## src/rtl/mem_wb_skid_reg_pkg.sv

```systemverilog
// Shared constants for the MEM/WB skid register: FSM encodings, default
// widths and stall counter sizing.
package mem_wb_pkg;

  localparam int DEF_DATA_W     = 16;
  localparam int DEF_REG_ADDR_W = 3;

  // Occupancy states of the two-entry buffer
  localparam logic [1:0] ST_EMPTY = 2'b00;
  localparam logic [1:0] ST_ONE   = 2'b01;
  localparam logic [1:0] ST_FULL  = 2'b10;

  localparam int                     STALL_CNT_W   = 16;
  localparam logic [STALL_CNT_W-1:0] STALL_CNT_MAX = 16'hFFFF;

endpackage

```

## src/rtl/mem_wb_skid_reg_if.sv

```systemverilog
// Handshake + payload bundle between the MEM stage and the WB stage.
// The slave modport is the skid register's view; master is the producer/consumer view.
interface mem_wb_skid_reg_if
  import mem_wb_pkg::*;
#(
  parameter int DATA_W     = DEF_DATA_W,
  parameter int REG_ADDR_W = DEF_REG_ADDR_W
);

  logic                  in_valid;
  logic                  in_ready;
  logic                  in_reg_write;
  logic                  in_mem_to_reg;
  logic [REG_ADDR_W-1:0] in_write_reg;
  logic [DATA_W-1:0]     in_mem_data;
  logic [DATA_W-1:0]     in_alu_result;

  logic                  out_valid;
  logic                  out_ready;
  logic                  out_reg_write;
  logic                  out_mem_to_reg;
  logic [REG_ADDR_W-1:0] out_write_reg;
  logic [DATA_W-1:0]     out_mem_data;
  logic [DATA_W-1:0]     out_alu_result;
  logic [DATA_W-1:0]     out_wb_data;

  modport slave (
    input  in_valid, in_reg_write, in_mem_to_reg, in_write_reg, in_mem_data,
           in_alu_result, out_ready,
    output in_ready, out_valid, out_reg_write, out_mem_to_reg, out_write_reg,
           out_mem_data, out_alu_result, out_wb_data
  );

  modport master (
    output in_valid, in_reg_write, in_mem_to_reg, in_write_reg, in_mem_data,
           in_alu_result, out_ready,
    input  in_ready, out_valid, out_reg_write, out_mem_to_reg, out_write_reg,
           out_mem_data, out_alu_result, out_wb_data
  );

endinterface

```

## src/rtl/mem_wb_skid_reg_pipe_entry_reg.sv

```systemverilog
// One MEM/WB payload slot with load enable. The writeback value is selected
// when the slot is loaded so the WB stage sees a registered, mux-free value.
module pipe_entry_reg
  import mem_wb_pkg::*;
#(
  parameter int DATA_W     = DEF_DATA_W,
  parameter int REG_ADDR_W = DEF_REG_ADDR_W
) (
  input  logic                  clk,
  input  logic                  rst,
  input  logic                  load,
  input  logic                  reg_write_d,
  input  logic                  mem_to_reg_d,
  input  logic [REG_ADDR_W-1:0] write_reg_d,
  input  logic [DATA_W-1:0]     mem_data_d,
  input  logic [DATA_W-1:0]     alu_result_d,
  output logic                  reg_write_q,
  output logic                  mem_to_reg_q,
  output logic [REG_ADDR_W-1:0] write_reg_q,
  output logic [DATA_W-1:0]     mem_data_q,
  output logic [DATA_W-1:0]     alu_result_q,
  output logic [DATA_W-1:0]     wb_data_q
);

  // Capture the payload and its writeback select on the falling edge when loaded
  always_ff @(negedge clk) begin
    // NOTE: payload is reset as well as control, because every output of the
    // block must read zero after reset, not just the valid flag.
    if (rst) begin
      reg_write_q  <= 1'b0;
      mem_to_reg_q <= 1'b0;
      write_reg_q  <= '0;
      mem_data_q   <= '0;
      alu_result_q <= '0;
      wb_data_q    <= '0;
    end else if (load) begin
      // NOTE: non-blocking assignments keep every register sampling pre-edge values.
      reg_write_q  <= reg_write_d;
      mem_to_reg_q <= mem_to_reg_d;
      write_reg_q  <= write_reg_d;
      mem_data_q   <= mem_data_d;
      alu_result_q <= alu_result_d;
      wb_data_q    <= mem_to_reg_d ? mem_data_d : alu_result_d;
    end
  end

endmodule

```

## src/rtl/mem_wb_skid_reg.sv

```systemverilog
// MEM/WB pipeline register with valid/ready handshake and a two-entry skid
// buffer. Optional stall counter enabled by defining MEM_WB_STALL_CNT_EN.
// All state changes on the falling edge of clk; rst is synchronous active-high.
module mem_wb_skid_reg
  import mem_wb_pkg::*;
#(
  parameter int DATA_W     = DEF_DATA_W,
  parameter int REG_ADDR_W = DEF_REG_ADDR_W
) (
  input  logic                   clk,
  input  logic                   rst,
  input  logic                   flush,
  mem_wb_skid_reg_if.slave       bus
`ifdef MEM_WB_STALL_CNT_EN
  ,
  output logic [STALL_CNT_W-1:0] stall_cnt
`endif
);

  logic [1:0] state;
  logic [1:0] state_nxt;
  logic       accept;
  logic       drain;
  logic       main_load;
  logic       main_from_skid;
  logic       skid_load;

  logic                  main_reg_write;
  logic                  main_mem_to_reg;
  logic [REG_ADDR_W-1:0] main_write_reg;
  logic [DATA_W-1:0]     main_mem_data;
  logic [DATA_W-1:0]     main_alu_result;
  logic [DATA_W-1:0]     main_wb_data;

  logic                  skid_reg_write;
  logic                  skid_mem_to_reg;
  logic [REG_ADDR_W-1:0] skid_write_reg;
  logic [DATA_W-1:0]     skid_mem_data;
  logic [DATA_W-1:0]     skid_alu_result;
  logic [DATA_W-1:0]     skid_wb_data;

  // The main slot recomputes wb_data from the skid's raw fields on transfer,
  // so the skid's own copy has no reader.
  logic unused_skid_wb;
  assign unused_skid_wb = ^skid_wb_data;

  // Handshake flags depend only on the state register
  assign bus.in_ready  = (state != ST_FULL);
  assign bus.out_valid = (state != ST_EMPTY);
  assign accept        = bus.in_valid & bus.in_ready;
  assign drain         = bus.out_valid & bus.out_ready;

  // Next-state and slot-load decode; flush overrides any handshake
  always_comb begin
    // NOTE: defaults first so every path assigns every output (no latches).
    state_nxt      = state;
    main_load      = 1'b0;
    main_from_skid = 1'b0;
    skid_load      = 1'b0;
    if (flush) begin
      state_nxt = ST_EMPTY;
    end else begin
      case (state)
        ST_EMPTY: if (accept) begin
          state_nxt = ST_ONE;
          main_load = 1'b1;
        end
        ST_ONE: begin
          if (accept && drain) begin
            main_load = 1'b1;
          end else if (accept) begin
            state_nxt = ST_FULL;
            skid_load = 1'b1;
          end else if (drain) begin
            state_nxt = ST_EMPTY;
          end
        end
        ST_FULL: if (drain) begin
          state_nxt      = ST_ONE;
          main_load      = 1'b1;
          main_from_skid = 1'b1;
        end
        default: state_nxt = ST_EMPTY;
      endcase
    end
  end

  // Occupancy state register
  always_ff @(negedge clk) begin
    if (rst) state <= ST_EMPTY;
    else     state <= state_nxt;
  end

  pipe_entry_reg #(.DATA_W(DATA_W), .REG_ADDR_W(REG_ADDR_W)) u_main (
    .clk          (clk),
    .rst          (rst),
    .load         (main_load),
    .reg_write_d  (main_from_skid ? skid_reg_write  : bus.in_reg_write),
    .mem_to_reg_d (main_from_skid ? skid_mem_to_reg : bus.in_mem_to_reg),
    .write_reg_d  (main_from_skid ? skid_write_reg  : bus.in_write_reg),
    .mem_data_d   (main_from_skid ? skid_mem_data   : bus.in_mem_data),
    .alu_result_d (main_from_skid ? skid_alu_result : bus.in_alu_result),
    .reg_write_q  (main_reg_write),
    .mem_to_reg_q (main_mem_to_reg),
    .write_reg_q  (main_write_reg),
    .mem_data_q   (main_mem_data),
    .alu_result_q (main_alu_result),
    .wb_data_q    (main_wb_data)
  );

  pipe_entry_reg #(.DATA_W(DATA_W), .REG_ADDR_W(REG_ADDR_W)) u_skid (
    .clk          (clk),
    .rst          (rst),
    .load         (skid_load),
    .reg_write_d  (bus.in_reg_write),
    .mem_to_reg_d (bus.in_mem_to_reg),
    .write_reg_d  (bus.in_write_reg),
    .mem_data_d   (bus.in_mem_data),
    .alu_result_d (bus.in_alu_result),
    .reg_write_q  (skid_reg_write),
    .mem_to_reg_q (skid_mem_to_reg),
    .write_reg_q  (skid_write_reg),
    .mem_data_q   (skid_mem_data),
    .alu_result_q (skid_alu_result),
    .wb_data_q    (skid_wb_data)
  );

  // reg_write is masked so a stale payload never triggers a register-file write
  assign bus.out_reg_write  = main_reg_write & bus.out_valid;
  assign bus.out_mem_to_reg = main_mem_to_reg;
  assign bus.out_write_reg  = main_write_reg;
  assign bus.out_mem_data   = main_mem_data;
  assign bus.out_alu_result = main_alu_result;
  assign bus.out_wb_data    = main_wb_data;

`ifdef MEM_WB_STALL_CNT_EN
  // Saturating count of cycles where WB holds off a valid entry; flush keeps it
  always_ff @(negedge clk) begin
    if (rst) begin
      stall_cnt <= '0;
    end else if (bus.out_valid && !bus.out_ready && stall_cnt != STALL_CNT_MAX) begin
      stall_cnt <= stall_cnt + 1'b1;
    end
  end
`endif

endmodule

```

## src/flat_wrapper.sv

```systemverilog
// flat-port wrapper written by rule: the top's interface ports become plain ports
module mem_wb_skid_reg_flat import mem_wb_pkg::*;
#(
  parameter int DATA_W     = DEF_DATA_W,
  parameter int REG_ADDR_W = DEF_REG_ADDR_W
)
  (clk, rst, flush, bus_in_valid, bus_in_reg_write, bus_in_mem_to_reg, bus_in_write_reg, bus_in_mem_data, bus_in_alu_result, bus_out_ready, bus_in_ready, bus_out_valid, bus_out_reg_write, bus_out_mem_to_reg, bus_out_write_reg, bus_out_mem_data, bus_out_alu_result, bus_out_wb_data);
  mem_wb_skid_reg_if #(.DATA_W(DATA_W), .REG_ADDR_W(REG_ADDR_W)) bus_i ();
  input  logic clk;
  input  logic rst;
  input  logic flush;
  input wire logic [$bits(bus_i.in_valid)-1:0] bus_in_valid;
  input wire logic [$bits(bus_i.in_reg_write)-1:0] bus_in_reg_write;
  input wire logic [$bits(bus_i.in_mem_to_reg)-1:0] bus_in_mem_to_reg;
  input wire logic [$bits(bus_i.in_write_reg)-1:0] bus_in_write_reg;
  input wire logic [$bits(bus_i.in_mem_data)-1:0] bus_in_mem_data;
  input wire logic [$bits(bus_i.in_alu_result)-1:0] bus_in_alu_result;
  input wire logic [$bits(bus_i.out_ready)-1:0] bus_out_ready;
  output wire logic [$bits(bus_i.in_ready)-1:0] bus_in_ready;
  output wire logic [$bits(bus_i.out_valid)-1:0] bus_out_valid;
  output wire logic [$bits(bus_i.out_reg_write)-1:0] bus_out_reg_write;
  output wire logic [$bits(bus_i.out_mem_to_reg)-1:0] bus_out_mem_to_reg;
  output wire logic [$bits(bus_i.out_write_reg)-1:0] bus_out_write_reg;
  output wire logic [$bits(bus_i.out_mem_data)-1:0] bus_out_mem_data;
  output wire logic [$bits(bus_i.out_alu_result)-1:0] bus_out_alu_result;
  output wire logic [$bits(bus_i.out_wb_data)-1:0] bus_out_wb_data;
  assign bus_i.in_valid = bus_in_valid;
  assign bus_i.in_reg_write = bus_in_reg_write;
  assign bus_i.in_mem_to_reg = bus_in_mem_to_reg;
  assign bus_i.in_write_reg = bus_in_write_reg;
  assign bus_i.in_mem_data = bus_in_mem_data;
  assign bus_i.in_alu_result = bus_in_alu_result;
  assign bus_i.out_ready = bus_out_ready;
  assign bus_in_ready = bus_i.in_ready;
  assign bus_out_valid = bus_i.out_valid;
  assign bus_out_reg_write = bus_i.out_reg_write;
  assign bus_out_mem_to_reg = bus_i.out_mem_to_reg;
  assign bus_out_write_reg = bus_i.out_write_reg;
  assign bus_out_mem_data = bus_i.out_mem_data;
  assign bus_out_alu_result = bus_i.out_alu_result;
  assign bus_out_wb_data = bus_i.out_wb_data;
  mem_wb_skid_reg #(.DATA_W(DATA_W), .REG_ADDR_W(REG_ADDR_W)) u_core (.clk(clk), .rst(rst), .flush(flush), .bus(bus_i));
endmodule
```

## config.mk

```make
export PLATFORM = sky130hd
export DESIGN_NAME = mem_wb_skid_reg_flat
export DESIGN_NICKNAME = d
export VERILOG_FILES = /design/src/rtl/mem_wb_skid_reg_pkg.sv /design/src/rtl/mem_wb_skid_reg_if.sv /design/src/rtl/mem_wb_skid_reg_pipe_entry_reg.sv /design/src/rtl/mem_wb_skid_reg.sv /design/src/flat_wrapper.sv
export SDC_FILE = /design/constraint.sdc
export NUM_CORES = 1
export LEC_CHECK = 0
export ABC_AREA = 0
export BUFFER_PORTS_ARGS = -buffer_cell sky130_fd_sc_hd__buf_2
export CAP_MARGIN = 30
export CORE_MARGIN = 2
export CORE_UTILIZATION = 49
export DETAILED_ROUTE_END_ITERATION = 10
export HOLD_SLACK_MARGIN = 0.1
export PLACE_DENSITY = 0.78
export SLEW_MARGIN = 20
export SYNTH_ARGS = -nofsm -noshare
export SYNTH_HDL_FRONTEND = slang
export SYNTH_SLANG_ARGS = --single-unit
```

## constraint.sdc

```tcl
create_clock -name clk -period 4.7 [get_ports clk]
set_clock_uncertainty 0.1 [all_clocks]
set_input_delay 0 -clock clk [delete_from_list [all_inputs] [get_ports clk]]
set_output_delay 0 -clock clk [all_outputs]
set_load 0.05 [all_outputs]
```

==> out/results.txt, run 1 <==
Overflow after GRT: 0
RSZ-0062 raised after global routing: false
Synth Area per Inst: 9.11 um^2
status: completed
Seq pwr share: 44.5%
clk_lat worst skew: 0.40 ns
Syn Inst Count: 462
Pint: 1.19 mW
Num CTS Buffers: 9
share of the synthesized area in the top cell type: 43.8%
max-capacitance violation count: 0
initial antenna violation count: 0
Placeable Area: 8260 um^2
die width: 96.7 um
Die Area: 9340 um^2
number of fill cells: 721
flop2flop setup slack: 2.75 ns
routed len/inst: 15.6 um
CTS H-tree depth: 3
Post-Synthesis Net Count: 504
layout cells sized above 1: 20.0%
post-route setup TNS: 0 ns
via density per instance: 5.60
register bit total from synthesis: 92
Initial DRT Pass Iterations: 5
Synth area leaders: dfxtp_1 (44%), mux2i_1 (16%), nand2_1 (9.5%)
vias in the first global route: 4103
DR iter-0 viols: 239
Max-slew headroom: 44.4%
Root Driver: clkbuf_8
Leak: 2.63 nW
actual slew at the worst max-slew pin: 0.834 ns
Cell Area, Synth: 4210 um^2
VDD IR-drop max: 0.000236 V
Total Power: 1.89 mW
Seq/Total Area, Yosys: 43.8%
worst-path maximum fanout: 6
critical path class: reg2out
post-route worst setup slack: 0.837 ns
pin count of the biggest net entering global routing: 54
HP Class: reg2reg
Critical Path Source Type: flop
gpl congestion: 0.818
final wirelength: 11500 um
# setup viols final: 0
Worst Path Required: 4.60 ns
PD cells: 365 nW/um^2
Final HPWL DP: 7260 um
Antenna Nets Post-Route: 0
Net Sw Frac: 37.1%
Clock power frac: 40.1%
IO Count: 97
Max Slew Vio Count: 0
Via Count: 4114
Netlist cell types: 30
Net Sw Power: 0.700 mW
Yosys Warn Count: 0
post-CTS resize count: 0
Die Ht: 96.7 um
Row Count: 33
Longest Clk Path Bufs: 2
Reg clk slew, reported paths: 0.03 ns
# diodes: 0
Arr. time, crit path: 3.76 ns
Setup Buffers After CTS: 0
Hold Fails Final Rpt: 0
post-layout util: 62.5%
first-pass GRT wire length: 18800 um
nets@finish: 667
DRC violations left: 0
Port Buf Inserts: 96
Place WS: 0.725 ns
# hold bufs at CTS: 0
Comb pwr share: 15.5%
initial core utilization: 51.0%
overall global routing resource usage: 24.2%
Crit. End Element: output port
CTS tree: yes
synth-to-layout area growth: 22.7%
total clock sinks: 92
area leader, netlist: dfxtp_1
[cells in the final DEF, fill, tap and decap left out, types with 2 or more instances in the layout]
| cell type | n |
|---|---|
| nor2b_1 | 2 |
| a311oi_1 | 37 |
| clkinvlp_2 | 2 |
| dfxtp_1 | 92 |
| a32o_1 | 16 |
| nand2_1 | 107 |
| clkbuf_8 | 9 |
| inv_1 | 96 |
| a21oi_1 | 74 |
| buf_4 | 9 |
| mux2i_1 | 69 |
| nand3b_1 | 2 |
| buf_2 | 96 |
[area by class of cell]
class	instances	area [um^2]	area share [%]
inverter	1	3.75	0.0727
clock buffer	9	124	2.40
clock inverter	99	377	7.29
multi-input combinational	322	2100	40.7
tap	105	131	2.54
sequential	92	1840	35.7
timing repair buffer	107	583	11.3
[path summary, 6_finish.rpt]
check,start,cells past startpoint,end
hold reg to reg,u_core.u_skid.write_reg_q[1],2,u_core.u_skid.write_reg_q[1]
setup reg to reg,u_core.state[1],4,u_core.u_main.wb_data_q[2]
hold / removal,u_core.u_skid.write_reg_q[1],2,u_core.u_skid.write_reg_q[1]
setup / recovery,u_core.state[1],3,bus_out_reg_write
[synthesized netlist by cell type]
library cell    n
clkbuf_1       20
and2_1          1
buf_8           3
nand3_1         1
nand2b_2        1
dfxtp_1        92
nor3_1          1
nor2b_1         2
nor3b_4         1
a21oi_2         1
buf_1           1
mux2i_1        69
buf_4           4
xnor2_1         1
a2111oi_0       1
a311oi_1       37
buf_6           3
inv_1           2
nor3b_2         1
a21oi_1        74
nand2_1       107
nand2b_1        1
nor2_1          1
or2_2           1
nand3b_1        2
buf_2          15
and3_1          1
o21a_1          1
o21ai_2         1
a32o_1         16
[critical path: stages, from the launching register on]
cell,delay (ns)
dfxtp_1,0.35
or2_2,0.31
and2_1,0.15
buf_2,0.20
[registers in the layout, indices dropped and copies added, names as in the netlist]
register                    cells
u_core.u_main.write_reg_q       3
u_core.u_skid.reg_write_q       1
u_core.u_main.mem_data_q       16
u_core.state                    2
u_core.u_skid.alu_result_q     16
u_core.u_skid.write_reg_q       3
u_core.u_main.mem_to_reg_q      1
u_core.u_main.alu_result_q     16
u_core.u_skid.mem_data_q       16
u_core.u_main.wb_data_q        16
u_core.u_main.reg_write_q       1
u_core.u_skid.mem_to_reg_q      1
[through the flow]
stage          hold slack (ns)  instance area, um^2  std cells
2_1_floorplan            0.336                 4210        462
4_1_cts                  0.351                 5160        735
3_5_place_dp             0.347                 4670        628
3_3_place_gp             0.341                 4650        627
6_report                 0.351                 5160        735
5_1_grt                  0.368                 5160        735
[power by group through the flow]
stage                     sequential, mW  clock, mW  combinational [mW]
after detailed placement           0.850      0.120               0.291
after floorplan                    0.947      0.120               0.111
after global routing               0.841      0.867               0.311
final                              0.839      0.756               0.292
after global placement             0.850      0.120               0.285
after CTS                          0.838      0.784               0.292
[per-layer routing]
metal  track usage [%]  part of all wire (%)  vias up
met3              9.25                   8.0       15
met1              30.4                    44     1929
met5                 0                     0        -
met2              36.3                    47      169
li1                  -                     -     2001
met4              12.1                   1.7        0
[cell families (layout without fill, tap and decap cells)]
group / count (synthesis) / count (layout) / share of synthesized area, %
and+or+nand+nor: 121 / 121 / 12.1
DFF: 92 / 92 / 43.8
buffers and inverters: 48 / 216 / 6.42
xor gates and xnor gates: 1 / 1 / 0.208
muxes: 69 / 69 / 16.4
AOI/OAI and AO/OA: 131 / 131 / 21.1
Note: power is estimated with default switching activity, not from simulation.
==> inputs of run 2 (changes only) <==
--- a/config.mk
+++ b/config.mk
@@ -12,7 +12,7 @@
 export CORE_UTILIZATION = 49
 export DETAILED_ROUTE_END_ITERATION = 10
 export HOLD_SLACK_MARGIN = 0.1
-export PLACE_DENSITY = 0.78
+export PLACE_DENSITY = 0.81
 export SLEW_MARGIN = 20
 export SYNTH_ARGS = -nofsm -noshare
 export SYNTH_HDL_FRONTEND = slang
==> constraint.sdc (replaced) <==
create_clock -name clk -period 3.4 [get_ports clk]
set_clock_uncertainty 0.1 [all_clocks]
set_input_delay 0 -clock clk [delete_from_list [all_inputs] [get_ports clk]]
set_output_delay 0 -clock clk [all_outputs]
set_load 0.05 [all_outputs]
==> run 2 against run 1 <==
  * First-iteration DRC count grew 20%
  * Non-clock buffer count shrank 1
  * Sequential power grew 38%
  * Cell count shrank 0.14%
  * Sequential share of layout area shrank 0.44 points
  * Design area grew 1.3%
  * Wire length grew 1.8%
  * Worst hold slack gained 0.0037 ns
  * Combinational power grew 38%
  * Critical path type unchanged
  * Critical endpoint unchanged
==> out/results.txt, run 2 (synthesis results as in run 1) <==
status: completed
# diodes: 0 (unchanged)
initial antenna violation count: 0 (unchanged)
first-pass GRT wire length: 19200 um (+2.4%)
initial core utilization: 51.0% (unchanged)
Final HPWL DP: 7290 um (+0.40%)
clk_lat worst skew: 0.41 ns (about the same)
Die Area: 9340 um^2 (unchanged)
critical path class: reg2out
CP peak stage delay: 0.36 ns (about the same)
Row Count: 33 (unchanged)
overall global routing resource usage: 24.6% (+0.39 points)
synth-to-layout area growth: 24.3%
Crit. End Element: output port
IO Count: 97 (unchanged)
Die Ht: 96.7 um (unchanged)
Non-Filler Instances: 734 (-0.14%)
max-capacitance violation count: 0 (unchanged)
HP Class: reg2reg
gpl congestion: 0.832 (+1.7%)
post-CTS resize count: 0 (unchanged)
layout cells sized above 1: 20.3% (+0.35 points)
Comb pwr share: 14.6% (-0.9 points)
Overflow after GRT: 0 (unchanged)
worst-path maximum fanout: 6 (unchanged)
post-route setup TNS: 0 ns (unchanged)
Reg clk slew, reported paths: 0.04 ns (about the same)
Antenna Nets Post-Route: 0 (unchanged)
Placed Cells incl. Taps: 627 (-0.16%)
Root Driver: clkbuf_8
most frequent cells in the layout: nand2_1 (107), buf_2 (96), inv_1 (93)
Critical Path Source Type: flop
DRC violations left: 0 (unchanged)
via density per instance: 5.67 (+1.3%)
post-route worst setup slack: 0.139 ns (-0.699 ns)
vias in the first global route: 4300 (+4.8%)
Hold WS: 0.355 ns (+0.00373 ns)
Arr. time, crit path: 3.16 ns (-0.60 ns)
post-layout util: 63.3% (+0.79 points)
Pint: 1.73 mW (+46%)
Placeable Area: 8260 um^2 (unchanged)
die width: 96.7 um (unchanged)
cell chain of the critical path: or2_2 -> and2_1 -> buf_2
Longest Clk Path Bufs: 2 (unchanged)
Worst Path Required: 3.30 ns (-1.30 ns)
# setup viols final: 0 (unchanged)
routed len/inst: 15.9 um (+1.9%)
RSZ-0062 raised after global routing: false
Setup Buffers After CTS: 0 (unchanged)
Total Power: 2.76 mW (+46%)
Net Sw Power: 1.02 mW (+46%)
Max Slew Vio Count: 0 (unchanged)
Net Sw Frac: 37.1% (about the same)
commonest non-fill, non-tap cell in the layout: nand2_1
Post-DP Area: 4690 um^2 (+0.48%)
# hold bufs at CTS: 0 (unchanged)
nets@finish: 666 (-0.15%)
Critical-path top delay cell: dfxtp_1
Clock power frac: 43.4% (+3.3 points)
VDD IR-drop max: 0.000304 V (+29%)
CTS H-tree depth: 3 (unchanged)
Leak: 2.65 nW (+0.80%)
Seq pwr share: 42.0% (-2.5 points)
Port Buf Inserts: 96 (unchanged)
Max-slew headroom: 44.1% (-0.23 points)
Hold Fails Final Rpt: 0 (unchanged)
PD cells: 528 nW/um^2 (+44%)
actual slew at the worst max-slew pin: 0.838 ns (+0.00438 ns)
DR iter-0 viols: 286 (+20%)
total clock sinks: 92 (unchanged)
Place WS: 0.145 ns (-0.580 ns)
Initial DRT Pass Iterations: 5 (unchanged)
final wirelength: 11700 um (+1.8%)
Num CTS Buffers: 9 (unchanged)
Via Count: 4160 (+1.1%)
CTS tree: yes
fin area: 5230 um^2 (+1.3%)
pin count of the biggest net entering global routing: 75 (+39%)
-- run 2: worst max-delay path: cells and delay by family (launching register included) --
kind | cells | cell delay (ns)
buffers and inverters | 1 | 0.20
flip-flops | 1 | 0.36
AND/OR/NAND/NOR | 2 | 0.48
-- run 2: power groups by stage --
stage / sequential (mW) / combinational [mW] / clock [mW]
2_1_floorplan: 1.31 / 0.154 / 0.166
6_report: 1.16 / 0.403 / 1.20
5_1_grt: 1.16 / 0.430 / 1.33
3_3_place_gp: 1.17 / 0.396 / 0.166
3_5_place_dp: 1.17 / 0.402 / 0.166
4_1_cts: 1.16 / 0.403 / 1.23
-- run 2: final cells by class --
cell class | count | area, um^2
clock buffers | 9 | 124
clock inverters | 99 | 419
fillers | 698 | 3030
inverters | 1 | 3.75
multi-input cells | 322 | 2100
flip-flops and latches | 92 | 1840
well taps | 105 | 131
repair buffers | 106 | 606
-- run 2: worst paths after layout --
kind	slack, ns	from	to	depth (start not counted)
hold reg to reg	0.35	u_core.u_skid.write_reg_q[0]	u_core.u_skid.write_reg_q[0]	2
setup reg to reg	1.49	u_core.state[1]	u_core.u_main.wb_data_q[12]	4
hold / removal	0.35	u_core.u_skid.write_reg_q[0]	u_core.u_skid.write_reg_q[0]	2
setup / recovery	0.14	u_core.state[1]	bus_out_reg_write	3
-- run 2: routing by layer --
metal  vias to the layer above  wire [um]  track usage (%)
met4                         0        344             13.8
met5                         -          0                0
met3                        33        699             7.88
li1                       1999          -                -
met2                       169       5780             39.7
met1                      1959       4840             28.8
==> inputs of run 3 (changes only) <==
--- a/config.mk
+++ b/config.mk
@@ -7,13 +7,15 @@
 export LEC_CHECK = 0
 export ABC_AREA = 0
 export BUFFER_PORTS_ARGS = -buffer_cell sky130_fd_sc_hd__buf_2
-export CAP_MARGIN = 30
+export CAP_MARGIN = 20
+export CELL_PAD_IN_SITES_DETAIL_PLACEMENT = 2
+export CELL_PAD_IN_SITES_GLOBAL_PLACEMENT = 2
 export CORE_MARGIN = 2
-export CORE_UTILIZATION = 49
+export CORE_UTILIZATION = 29
 export DETAILED_ROUTE_END_ITERATION = 10
 export HOLD_SLACK_MARGIN = 0.1
-export PLACE_DENSITY = 0.81
-export SLEW_MARGIN = 20
+export PLACE_DENSITY = 0.8
+export SLEW_MARGIN = 25
 export SYNTH_ARGS = -nofsm -noshare
 export SYNTH_HDL_FRONTEND = slang
 export SYNTH_SLANG_ARGS = --single-unit
==> run 3 against run 2 <==
  * Register-to-register slack got worse by 0.08 ns
  * Clock-buffer cell count unchanged
  * Cell count increased by 11%
  * Core utilization decreased by 25 points
  * Design area increased by 5.2%
  * Worst hold slack improved by 0.0024 ns
  * Critical endpoint unchanged
  * Critical path type unchanged
  * Wire length increased by 44%
  * First-iteration DRC count decreased by 39%
  * Clock power increased by 33%
  * Die area increased by 66%
  * Highest routed layer unchanged
  * Sequential share of layout area decreased by 1.8 points
==> out/results.txt, run 3 (synthesis results as in run 1) <==
Hold Path Stages: 2 (unchanged)
first-pass GRT wire length: 26700 um (+39%)
# hold bufs at CTS: 0 (unchanged)
Initial DRT Pass Iterations: 4 (-1)
Setup Buffers After CTS: 0 (unchanged)
Die Ht: 124 um (+29%)
Reg clk slew, reported paths: 0.04 ns (about the same)
Crit. End Element: output port
nets@finish: 671 (+0.75%)
die width: 124 um (+29%)
clk_lat worst skew: 0.42 ns (about the same)
worst-path maximum fanout: 6 (unchanged)
Overflow after GRT: 0 (unchanged)
# setup viols final: 0 (unchanged)
actual slew at the worst max-slew pin: 0.857 ns (+0.0188 ns)
Die Area: 15500 um^2 (+66%)
PD cells: 578 nW/um^2 (+9.6%)
Row Count: 44 (+33%)
Leak: 2.72 nW (+2.8%)
max-capacitance violation count: 0 (unchanged)
final wirelength: 16800 um (+44%)
reg2reg path depth: 4 (unchanged)
CTS H-tree depth: 3 (unchanged)
RSZ-0062 raised after global routing: false
Num CTS Buffers: 9 (unchanged)
Non-Filler Instances: 817 (+11%)
flop2flop setup slack: 1.41 ns (-0.08 ns)
Hold WS: 0.357 ns (+0.00238 ns)
synth-to-layout area growth: 30.8%
Critical Path Source Type: flop
post-CTS resize count: 0 (unchanged)
Worst Path Required: 3.30 ns (about the same)
Hold EP: u_core.u_skid.reg_write_q
DR iter-0 viols: 175 (-39%)
CP peak stage delay: 0.36 ns (about the same)
Via Count: 4258 (+2.4%)
HP Class: reg2reg
Hold Startpoint: u_core.u_skid.reg_write_q
most frequent cells in the layout: nand2_1 (107), buf_2 (96), inv_1 (92), dfxtp_1 (92), a21oi_1 (74)
via density per instance: 5.21 (-8.0%)
Placeable Area: 14400 um^2 (+74%)
VDD IR-drop max: 0.000332 V (+9.0%)
Root Driver: clkbuf_16
# diodes: 0 (unchanged)
post-route setup TNS: 0 ns (unchanged)
vias in the first global route: 5024 (+17%)
IO Count: 97 (unchanged)
Antenna Nets Post-Route: 0 (unchanged)
CTS tree: yes
cell chain of the critical path: or2_2 -> and2_1 -> buf_2
RR Startpoint: u_core.state[1]
Total Power: 3.18 mW (+15%)
Placed Cells incl. Taps: 711 (+13%)
Critical-path top delay cell: dfxtp_1
Max Slew Vio Count: 0 (unchanged)
DRC violations left: 0 (unchanged)
Hold Fails Final Rpt: 0 (unchanged)
Longest Clk Path Bufs: 2 (unchanged)
layout cells sized above 1: 21.0% (+0.66 points)
critical path class: reg2out
pin count of the biggest net entering global routing: 76 (+1.3%)
Max-slew headroom: 42.8% (-1.3 points)
gpl congestion: 0.835 (+0.44%)
overall global routing resource usage: 21.6% (-2.9 points)
Final HPWL DP: 9760 um (+34%)
Arr. time, crit path: 3.15 ns (about the same)
total clock sinks: 92 (unchanged)
commonest non-fill, non-tap cell in the layout: nand2_1
initial core utilization: 29.3% (-22 points)
initial antenna violation count: 0 (unchanged)
status: completed
routed len/inst: 20.5 um (+29%)
Port Buf Inserts: 96 (unchanged)
Reg2Reg Capture Point: u_core.u_main.wb_data_q[15]
## run 3: worst max path at each step
stage / depth (start not counted) / slack [ns] / start / end
after global routing: 3 / 0.1 / u_core.state[1] / bus_out_reg_write
after floorplan: 2 / 0.45 / u_core.state[1] / bus_out_reg_write
after global placement: 5 / 0.19 / bus_in_valid / u_core.u_main.wb_data_q[4]
after CTS: 3 / 0.13 / u_core.state[1] / bus_out_reg_write
after detailed placement: 5 / 0.12 / bus_out_ready / u_core.u_main.wb_data_q[3]
final: 3 / 0.15 / u_core.state[1] / bus_out_reg_write
## run 3: critical path, delay by kind of cell (launching register included)
kind	cells	cell delay, ns
simple gates	2	0.47
flops	1	0.36
buf+inv	1	0.20
## run 3: final cells by class
class                           instances  area (um^2)
Multi-Input combinational cell        322         2100
Fill cell                            1603         8870
Sequential cell                        92         1840
Timing Repair Buffer                  111          668
Tap cell                              184          230
Clock buffer                            9          225
Inverter                                1         3.75
Clock inverter                         98          430
## run 3: report_power, final
group | switching (mW) | total, mW | internal (mW) | leakage (nW)
sequential | 0.0328 | 1.16 | 1.13 | 0.750
clock | 0.800 | 1.59 | 0.786 | 0.638
combinational | 0.311 | 0.432 | 0.121 | 1.34
total | 1.14 | 3.18 | 2.04 | 2.72
## run 3: through the flow
stage	area, um^2	util (%)	setup slack (ns)
floorplan	4210	-	0.450
global placement	4850	33.8	0.185
detailed placement	4850	33.8	0.125
CTS	5500	38.3	0.135
global route	5500	38.3	0.0977
finish	5500	38.3	0.146
## run 3: per-layer routing
layer  vias up  wire (um)  GRT usage, %
li1       2008          -             -
met1      2126       7120          24.3
met2       107       8660          37.8
met3        17        767          7.13
met4         0        216          8.66
met5         -          0             0
